[src/rtl/ex.sv]
// -----------------------------------------------------------------------------
// ex -- execute stage of the 16-bit pipeline.
//
// Sits directly behind the ID/EX register and turns the latched ex_* operation
// bundle into write-back data for the EX/MEM register.
//   * LOGIC / SHIFT / ARITH / MOVE classes are single-cycle combinational.
//   * MULDIV class (only when EX_MULDIV_EN is defined) is an iterative unsigned
//     shift-add multiplier / restoring divider. It holds the pipeline with
//     stall_req while it works and presents the result in a DONE state.
//     Without EX_MULDIV_EN the MULDIV class simply yields zero, stall_req is
//     tied low and the stall input is ignored.
//
// Ports:
//   clk        in   pipeline clock, rising edge
//   rst        in   asynchronous, active-high reset
//   stall      in   downstream hold; keeps a finished MULDIV result in DONE
//   ex_aluop   in   [2:0] operation within class
//   ex_alusel  in   [2:0] class: 0 NOP, 1 LOGIC, 2 SHIFT, 3 ARITH, 4 MOVE,
//                   5 MULDIV, 6-7 reserved
//   ex_reg0    in   [WIDTH-1:0] operand A
//   ex_reg1    in   [WIDTH-1:0] operand B
//   ex_waddr   in   [3:0] destination register
//   ex_we      in   write enable
//   wdata_o    out  [WIDTH-1:0] result
//   waddr_o    out  [3:0] destination (passthrough)
//   we_o       out  write enable to EX/MEM
//   stall_req  out  request to hold IF/ID/EX
//
// Build option: EX_MULDIV_EN -- include the multiply/divide unit and its FSM.
// -----------------------------------------------------------------------------
module ex #(
    parameter int               WIDTH      = 16,
    parameter logic [WIDTH-1:0] DIV_ZERO_Q = 16'hFFFF
) (
    input  logic             clk,
    input  logic             rst,
    input  logic             stall,
    input  logic [2:0]       ex_aluop,
    input  logic [2:0]       ex_alusel,
    input  logic [WIDTH-1:0] ex_reg0,
    input  logic [WIDTH-1:0] ex_reg1,
    input  logic [3:0]       ex_waddr,
    input  logic             ex_we,
    output logic [WIDTH-1:0] wdata_o,
    output logic [3:0]       waddr_o,
    output logic             we_o,
    output logic             stall_req
);

    localparam logic [2:0] SEL_LOGIC  = 3'd1;
    localparam logic [2:0] SEL_SHIFT  = 3'd2;
    localparam logic [2:0] SEL_ARITH  = 3'd3;
    localparam logic [2:0] SEL_MOVE   = 3'd4;
    localparam logic [2:0] SEL_MULDIV = 3'd5;

    // -------------------------------------------------------------------------
    // Single-cycle ALU. MULDIV, NOP, reserved classes and unlisted ops give 0.
    // -------------------------------------------------------------------------
    logic [WIDTH-1:0] w_alu;

    always_comb begin
        // NOTE: default assigned first so every path drives w_alu; no latch.
        w_alu = '0;
        case (ex_alusel)
            SEL_LOGIC: begin
                case (ex_aluop)
                    3'd0:    w_alu = ex_reg0 & ex_reg1;
                    3'd1:    w_alu = ex_reg0 | ex_reg1;
                    3'd2:    w_alu = ex_reg0 ^ ex_reg1;
                    3'd3:    w_alu = ~ex_reg0;
                    default: w_alu = '0;
                endcase
            end
            SEL_SHIFT: begin
                case (ex_aluop)
                    3'd0:    w_alu = ex_reg0 << ex_reg1[3:0];
                    3'd1:    w_alu = ex_reg0 >> ex_reg1[3:0];
                    3'd2:    w_alu = $signed(ex_reg0) >>> ex_reg1[3:0];
                    default: w_alu = '0;
                endcase
            end
            SEL_ARITH: begin
                case (ex_aluop)
                    3'd0:    w_alu = ex_reg0 + ex_reg1;
                    3'd1:    w_alu = ex_reg0 - ex_reg1;
                    3'd2:    w_alu = WIDTH'($signed(ex_reg0) < $signed(ex_reg1));
                    3'd3:    w_alu = WIDTH'(ex_reg0 < ex_reg1);
                    3'd4:    w_alu = WIDTH'(ex_reg0 != ex_reg1);
                    default: w_alu = '0;
                endcase
            end
            SEL_MOVE: begin
                if (ex_aluop == 3'd0) w_alu = ex_reg0;
            end
            default: w_alu = '0;
        endcase
    end

`ifdef EX_MULDIV_EN
    // -------------------------------------------------------------------------
    // Iterative multiply / divide.
    // r_acc holds {high, low} halves:
    //   multiply: {partial product, remaining multiplier bits} -> {hi, lo}
    //   divide:   {partial remainder, dividend/quotient bits}  -> {rem, quo}
    // so aluop[0] selects the upper half for MULHI and REMU alike.
    // -------------------------------------------------------------------------
    typedef enum logic [1:0] {S_IDLE, S_BUSY, S_DONE} state_t;

    localparam int CW = $clog2(WIDTH);

    state_t             r_state;
    state_t             w_next;
    logic [CW-1:0]      r_cnt;
    logic [2*WIDTH-1:0] r_acc;
    logic [WIDTH-1:0]   r_opd;      // multiplicand or divisor
    logic               r_is_div;
    logic               r_hi_sel;

    logic               w_start;
    logic               w_div;
    logic               w_div_zero;
    logic               w_stall_req;
    logic               w_done;
    logic [WIDTH-1:0]   w_mdres;

    assign w_start    = (ex_alusel == SEL_MULDIV) && !ex_aluop[2];
    assign w_div      = ex_aluop[1];
    assign w_div_zero = w_start && w_div && (ex_reg1 == '0);
    assign w_mdres    = r_hi_sel ? r_acc[2*WIDTH-1:WIDTH] : r_acc[WIDTH-1:0];

    // Shift-add step: add the multiplicand into the high half when the current
    // multiplier bit is set, then shift the whole accumulator right by one.
    logic [WIDTH:0]     w_mul_sum;
    logic [2*WIDTH-1:0] w_mul_step;

    assign w_mul_sum  = {1'b0, r_acc[2*WIDTH-1:WIDTH]}
                      + (r_acc[0] ? {1'b0, r_opd} : '0);
    assign w_mul_step = {w_mul_sum, r_acc[WIDTH-1:1]};

    // Restoring-divide step: bring the next dividend bit into the remainder,
    // subtract the divisor if it fits, and shift in the quotient bit.
    logic [WIDTH:0]     w_div_sh;
    logic               w_div_ge;
    logic [WIDTH-1:0]   w_div_rem;
    logic [2*WIDTH-1:0] w_div_step;

    assign w_div_sh   = {r_acc[2*WIDTH-1:WIDTH], r_acc[WIDTH-1]};
    assign w_div_ge   = (w_div_sh >= {1'b0, r_opd});
    assign w_div_rem  = w_div_ge ? WIDTH'(w_div_sh - {1'b0, r_opd})
                                 : w_div_sh[WIDTH-1:0];
    assign w_div_step = {w_div_rem, r_acc[WIDTH-2:0], w_div_ge};

    always_ff @(posedge clk or posedge rst) begin
        // NOTE: sequential state uses non-blocking assignment only.
        if (rst) r_state <= S_IDLE;
        else     r_state <= w_next;
    end

    always_comb begin
        w_next      = r_state;
        w_stall_req = 1'b0;
        w_done      = 1'b0;
        case (r_state)
            S_IDLE: begin
                if (w_start) begin
                    w_stall_req = 1'b1;
                    // Divide by zero has a fixed answer: skip the iterations.
                    w_next      = w_div_zero ? S_DONE : S_BUSY;
                end
            end
            S_BUSY: begin
                w_stall_req = 1'b1;
                if (r_cnt == '0) w_next = S_DONE;
            end
            S_DONE: begin
                w_done = 1'b1;
                if (!stall) w_next = S_IDLE;
            end
            default: w_next = S_IDLE;
        endcase
    end

    always_ff @(posedge clk or posedge rst) begin
        // NOTE: the accumulators are reset as well so an op aborted by reset
        // can never leave a stale result behind.
        if (rst) begin
            r_cnt    <= '0;
            r_acc    <= '0;
            r_opd    <= '0;
            r_is_div <= 1'b0;
            r_hi_sel <= 1'b0;
        end else begin
            case (r_state)
                S_IDLE: begin
                    if (w_start) begin
                        r_is_div <= w_div;
                        r_hi_sel <= ex_aluop[0];
                        r_opd    <= w_div ? ex_reg1 : ex_reg0;
                        r_cnt    <= CW'(WIDTH - 1);
                        if (w_div_zero)
                            r_acc <= {ex_reg0, DIV_ZERO_Q};
                        else if (w_div)
                            r_acc <= {{WIDTH{1'b0}}, ex_reg0};
                        else
                            r_acc <= {{WIDTH{1'b0}}, ex_reg1};
                    end
                end
                S_BUSY: begin
                    r_acc <= r_is_div ? w_div_step : w_mul_step;
                    r_cnt <= r_cnt - 1'b1;
                end
                default: ;
            endcase
        end
    end
`else
    // Clock and downstream stall only matter to the MULDIV unit.
    logic w_unused;
    assign w_unused = ^{clk, stall};
`endif

    // -------------------------------------------------------------------------
    // Output stage. While stalling, nothing may be written; reset silences all.
    // -------------------------------------------------------------------------
    always_comb begin
        wdata_o   = w_alu;
        waddr_o   = ex_waddr;
        we_o      = ex_we;
        stall_req = 1'b0;
`ifdef EX_MULDIV_EN
        if (w_stall_req) begin
            wdata_o   = '0;
            we_o      = 1'b0;
            stall_req = 1'b1;
        end else if (w_done) begin
            wdata_o   = w_mdres;
        end
`endif
        if (rst) begin
            wdata_o   = '0;
            waddr_o   = '0;
            we_o      = 1'b0;
            stall_req = 1'b0;
        end
    end

endmodule

[config.mk]
export PLATFORM = sky130hd
export DESIGN_NAME = ex
export DESIGN_NICKNAME = d
export VERILOG_FILES = /design/src/rtl/ex.sv
export SDC_FILE = /design/constraint.sdc
export NUM_CORES = 1
export LEC_CHECK = 0
export CELL_PAD_IN_SITES_DETAIL_PLACEMENT = 0
export CELL_PAD_IN_SITES_GLOBAL_PLACEMENT = 1
export CORE_ASPECT_RATIO = 0.8
export CORE_MARGIN = 2
export CORE_UTILIZATION = 29
export DETAILED_ROUTE_END_ITERATION = 8
export PLACE_DENSITY = 0.6
export SLEW_MARGIN = 15
export SYNTH_ARGS = -nofsm -noshare
export SYNTH_HDL_FRONTEND = slang
export SYNTH_SLANG_ARGS = --single-unit
[constraint.sdc]
create_clock -name vclk -period 4.1
set_input_delay 0.41 -clock vclk [all_inputs]
set_output_delay 0.41 -clock vclk [all_outputs]
set_load 0.005 [all_outputs]
# Word-level counts from Yosys, hierarchy flattened
# Cells that the tools add are included.
classes:
  n_eq_ne: 9
  muxes: 8
  n_bitwise: 4
  reduce_logical: 1
  magnitude_cmp: 2
  add_sub_neg: 2
  shifts: 3
ops:
  columns: ["cell", "n"]
  rows:
  - ["$pmux W16 S4", 2]
  - ["$pmux W16 S5", 1]
  - ["$pmux W16 S3", 1]
  - ["$lt A16 B16 Y1", 2]
  - ["$mux W16", 2]
  - ["$add A16 B16 Y16", 1]
  - ["$and A16 B16 Y16", 1]
  - ["$ne A16 B16 Y1", 1]
  - ["$not A16 Y16", 1]
  - ["$or A16 B16 Y16", 1]
  - ["$shl A16 B4 Y16", 1]
  - ["$shr A16 B4 Y16", 1]
  - ["$sshr A16 B4 Y16", 1]
  - ["$sub A16 B16 Y16", 1]
  - ["$xor A16 B16 Y16", 1]
  - ["$eq A3 B2 Y1 const B", 4]
  - ["$eq A3 B1 Y1 const B", 2]
  - ["$eq A3 B3 Y1 const B", 2]
  - ["$mux W4", 1]
  - ["$logic_not A3 Y1", 1]
  - ["$mux W1", 1]
totals:
  inputBits: 46
  word_cells: 29
  out_inout_bits: 22
  reg_bits: 0

# Longest topological paths before layout
logic_depth:
  depth_word: 4
  depth_mapped: 12
  ltp_nobuf: 10

# Least setup slack after synthesis
# OpenSTA, ideal clock, no wires.
synth_timing:
  kind: "input-to-output"
  from: "in ex_reg1[2]"
  to: "out wdata_o[9]"
  required_time_ns: 3.690
  cell_stages: 12
  t_arrival_ns: 2.708
  slack_ns: 0.982
  n_path_buf: 3
  cell_sequence: "inv_1 clkbuf_1 buf_2 ha_1 buf_4 a21oi_1 a2111oi_2 o21ai_0 nand2b_1 a211o_1 a2111o_1 nand3_1"
synth_between:
  elab_chain_cells: 4
  word_cells_on_any_way: 9
  classes_between: "2 x add/sub; 3 x shift; 4 x mux"
synth_rtl:
  columns: ["element", "line_no", "text"]
  rows:
  - ["start: declaration", "41", "input logic [WIDTH-1:0] ex_reg1,"]
  - ["$sub A16 B16 Y16, or another cell as far along", "85", "3'd1: w_alu = ex_reg0 - ex_reg1;"]
  - ["$pmux W16 S5 or $pmux W16 S3 (tied branches)", "83, 75", null]
  - ["$pmux W16 S4 (*)", "64", "case (ex_alusel)"]
  - ["$mux W16 (*)", "239", "if (rst) begin"]
  - ["end: declaration", "44", "output logic [WIDTH-1:0] wdata_o,"]
# Mark *: on every way between the ends. The rest lies on a longest branch, timed or not.

# Worst setup path after layout
layout_timing:
  from: "in ex_reg1[6]"
  to: "out wdata_o[15]"
layout_between:
  elab_chain_cells: 4
  word_cells_on_any_way: 5
  classes_between: "2 x add/sub; 3 x mux"
layout_rtl:
  columns: ["element", "line_no", "text"]
  rows:
  - ["$sub A16 B16 Y16 or $add A16 B16 Y16 (tied branches)", "85, 84", null]
  - ["$pmux W16 S5 (*)", "83", "case (ex_aluop)"]
  - ["$pmux W16 S4 (*)", "64", null]
  - ["$mux W16 (*)", "239", null]
# Marked as above.

==> results.py <==
metrics = {
    "run_status": {
        "outcome": "finished, final reports clean",
    },
    "clock_tree": {
        "cts_hold_buffers": 0,
        "post-cts-setup-buffer-count": 0,
    },
    "sta": {
        "setup_viol": 0,
        "min_period_ps": 4010,
        "tightest_slew_ps": 692,
        "maxSlewViolCount": 0,
        "fmax_ghz": 0.250,
        "grt_setup_unrepaired": "true",
        "slew-limit-headroom": 0.527,
        "holdWs_ps": 1760,
        "post-route-period-util": 0.977,
        "hold_violations": 0,
    },
    "setup_path": {
        "arrival_ps": 3600,
        "path_class": "in2out",
        "path_cells": "clkdlybuf4s50_1 > inv_1 > ha_2 > buf_4 > nor3b_1 > or3_1 > a22o_1 > o21ai_0 > a32oi_1 > o311a_1 > o21ai_1 > clkdlybuf4s50_1",
        "slowest_stage": "clkdlybuf4s50_1",
        "cpMostUsedCell": "clkdlybuf4s50_1",
        "start_kind": "input port",
        "worstPathRequired_ps": 3690,
        "critPathLaunch": "ex_reg1[6]",
        "crit_path_max_incr_delay_ps": 560,
        "worstSetupEndpointType": "output port",
        "path_max_fanout": 8,
    },
    "detailed_routing": {
        "vias_per_cell": 5.83,
        "routed_wl_mm": 19.0,
        "wl_per_cell_um": 21.5,
        "ant_nets": 0,
        "drc": 0,
        "first_iter_violations": 507,
        "vias": 5166,
        "drt_pass1_iterations": 6,
    },
    "floorplan": {
        "fp.dieH_um": 115,
        "ios": 68,
        "dieArea_mm2": 0.0163,
        "die_x_um": 142,
        "initial_utilization": 0.296,
        "rows": 40,
        "core_mm2": 0.0150,
    },
    "layout": {
        "n_sequential_cell": 0,
        "final_util": 0.377,
        "ff_latch_area_um2": 0,
        "area_growth_pct": 27.5,
        "final_area_mm2": 0.00566,
        "final-instance-count-excl-fill": 886,
        "drive_above_1_share": 0.184,
        "clockBufferCount": 0,
        "nets": 798,
        "num-fill-cells": 1617,
        "diodes": 0,
    },
    "pwr": {
        "power.density_mw_per_mm2": 118,
        "ir_worst_vdd_mv": 0.0392,
        "power.leakage_nw": 2.29,
        "finalPower_uw": 670,
    },
    "hold_path": {
        "hold_class": "in2out",
        "min_from": "ex_waddr[2]",
    },
    "placed_design": {
        "gp_congestion": 0.939,
        "hpwl_mm": 15.5,
        "portBuffers": 65,
        "dpl.cell_count": 886,
        "place_area_mm2": 0.00560,
    },
    "yosys": {
        "synth_cell_types": 72,
        "syn-num-nets": 714,
        "syn-instance-count": 615,
        "avgSynthCellArea_um2": 7.22,
        "yosys.area.top_type": "mux4_2",
        "synth_top_area_frac": 0.152,
        "ys_warn_count": 0,
        "synth_area_leaders": "mux4_2 15%, ha_1 14%, a21oi_1 5.5%",
        "netlist_area_mm2": 0.00444,
        "seq_area_frac_synth": 0,
    },
    "grt": {
        "grt_max_degree": 45,
        "overflow": 0,
        "grt_pass1_vias": 5053,
        "grt_first_pass_wirelength_mm": 29.4,
        "track_usage": 0.231,
        "antenna_found_initial": 0,
    },
    "run": {
        "maxCapViolations": 0,
    },
}
## kinds of logic after synthesis
group / share of synthesized area
AOI/OAI and AO/OA: 0.307
and+or+nand+nor: 0.198
buffers and inverters: 0.109
muxes: 0.207
adders and majority gates: 0.153
xor gates and xnor gates: 0.0256
other: 0.000845
## metal layers
metal  vias to the layer above  part of all wire  global-route usage
met5                         -                 0                   0
met4                         0            0.0087              0.0191
met3                        12             0.061              0.0151
met2                       206              0.45               0.378
met1                      2502              0.48               0.348
li1                       2446                 -                   -
## metrics by stage
stage | worst slack [ps] | setup TNS [ps]
2_1_floorplan | 982 | 0
3_3_place_gp | 24.8 | 0
3_5_place_dp | -29.0 | -29.0
4_1_cts | 19.6 | 0
5_1_grt | -10.1 | -10.1
6_report | 93.1 | 0
## critical path, delay by kind of cell
kind / cells / cell delay [ps]
buf+inv: 4 / 1260
compound gates: 5 / 1110
simple gates: 2 / 400
fa+ha+maj: 1 / 400
## area by class of cell
type	count	area, um2	area share
Inverter	59	221	0.0391
Multi-Input combinational cell	503	4020	0.711
Tap cell	189	236	0.0418
Timing Repair Buffer	135	1180	0.208
## synthesized netlist by cell type, drive strengths merged (5+ instances only)
| library cell | number |
|---|---|
| nor4 | 5 |
| nand3 | 12 |
| o21ai | 40 |
| inv | 59 |
| ha | 51 |
| nor3 | 19 |
| nor2 | 57 |
| buf | 23 |
| nand2b | 6 |
| nand2 | 49 |
| a21oi | 49 |
| nor2b | 9 |
| o31ai | 5 |
| o211ai | 13 |
| o22ai | 6 |
| xnor2 | 13 |
| mux2 | 7 |
| or3 | 8 |
| a211oi | 9 |
| a22oi | 7 |
| a211o | 5 |
| a22o | 5 |
| clkbuf | 30 |
| mux2i | 16 |
| mux4 | 30 |
| a221oi | 13 |
| a31oi | 5 |
## final timing paths
kind	end	slack [ps]	depth (start not counted)
min	waddr_o[2]	1760	3
max	wdata_o[15]	90	12
## layout by cell type (no fill, tap or decap), types with 4 or more instances in the layout
cell and count:
a211oi_1 8, nor3_1 17, a22o_1 5, xnor2_1 13
a31oi_1 5, buf_4 69, nand2b_1 6, o211a_1 4
nor4_1 4, o22ai_1 6, o211ai_1 13, a21oi_1 47
inv_1 58, ha_1 49, clkdlybuf4s50_1 63, mux4_2 30
a211o_1 5, or3_1 8, mux2_2 6, nor2_1 57
nand3_1 12, o21ai_0 37, a22oi_1 7, nor2b_1 9
nand2_1 49, mux2i_1 16, a221oi_1 11, o31ai_1 4
## timing repair
action,CTS,global route
resized for setup,1,11
pin swaps,0,0
hold endpoints to repair,0,0
endpoints found under the setup margin,1,6
## report_power, final
group | leakage (nW) | total, mW | internal [mW] | switching, mW
logic | 2.29 | 0.670 | 0.295 | 0.375
clock network | 0 | 0 | 0 | 0
registers | 0 | 0 | 0 | 0
Note: power is estimated with default switching activity, not from simulation.
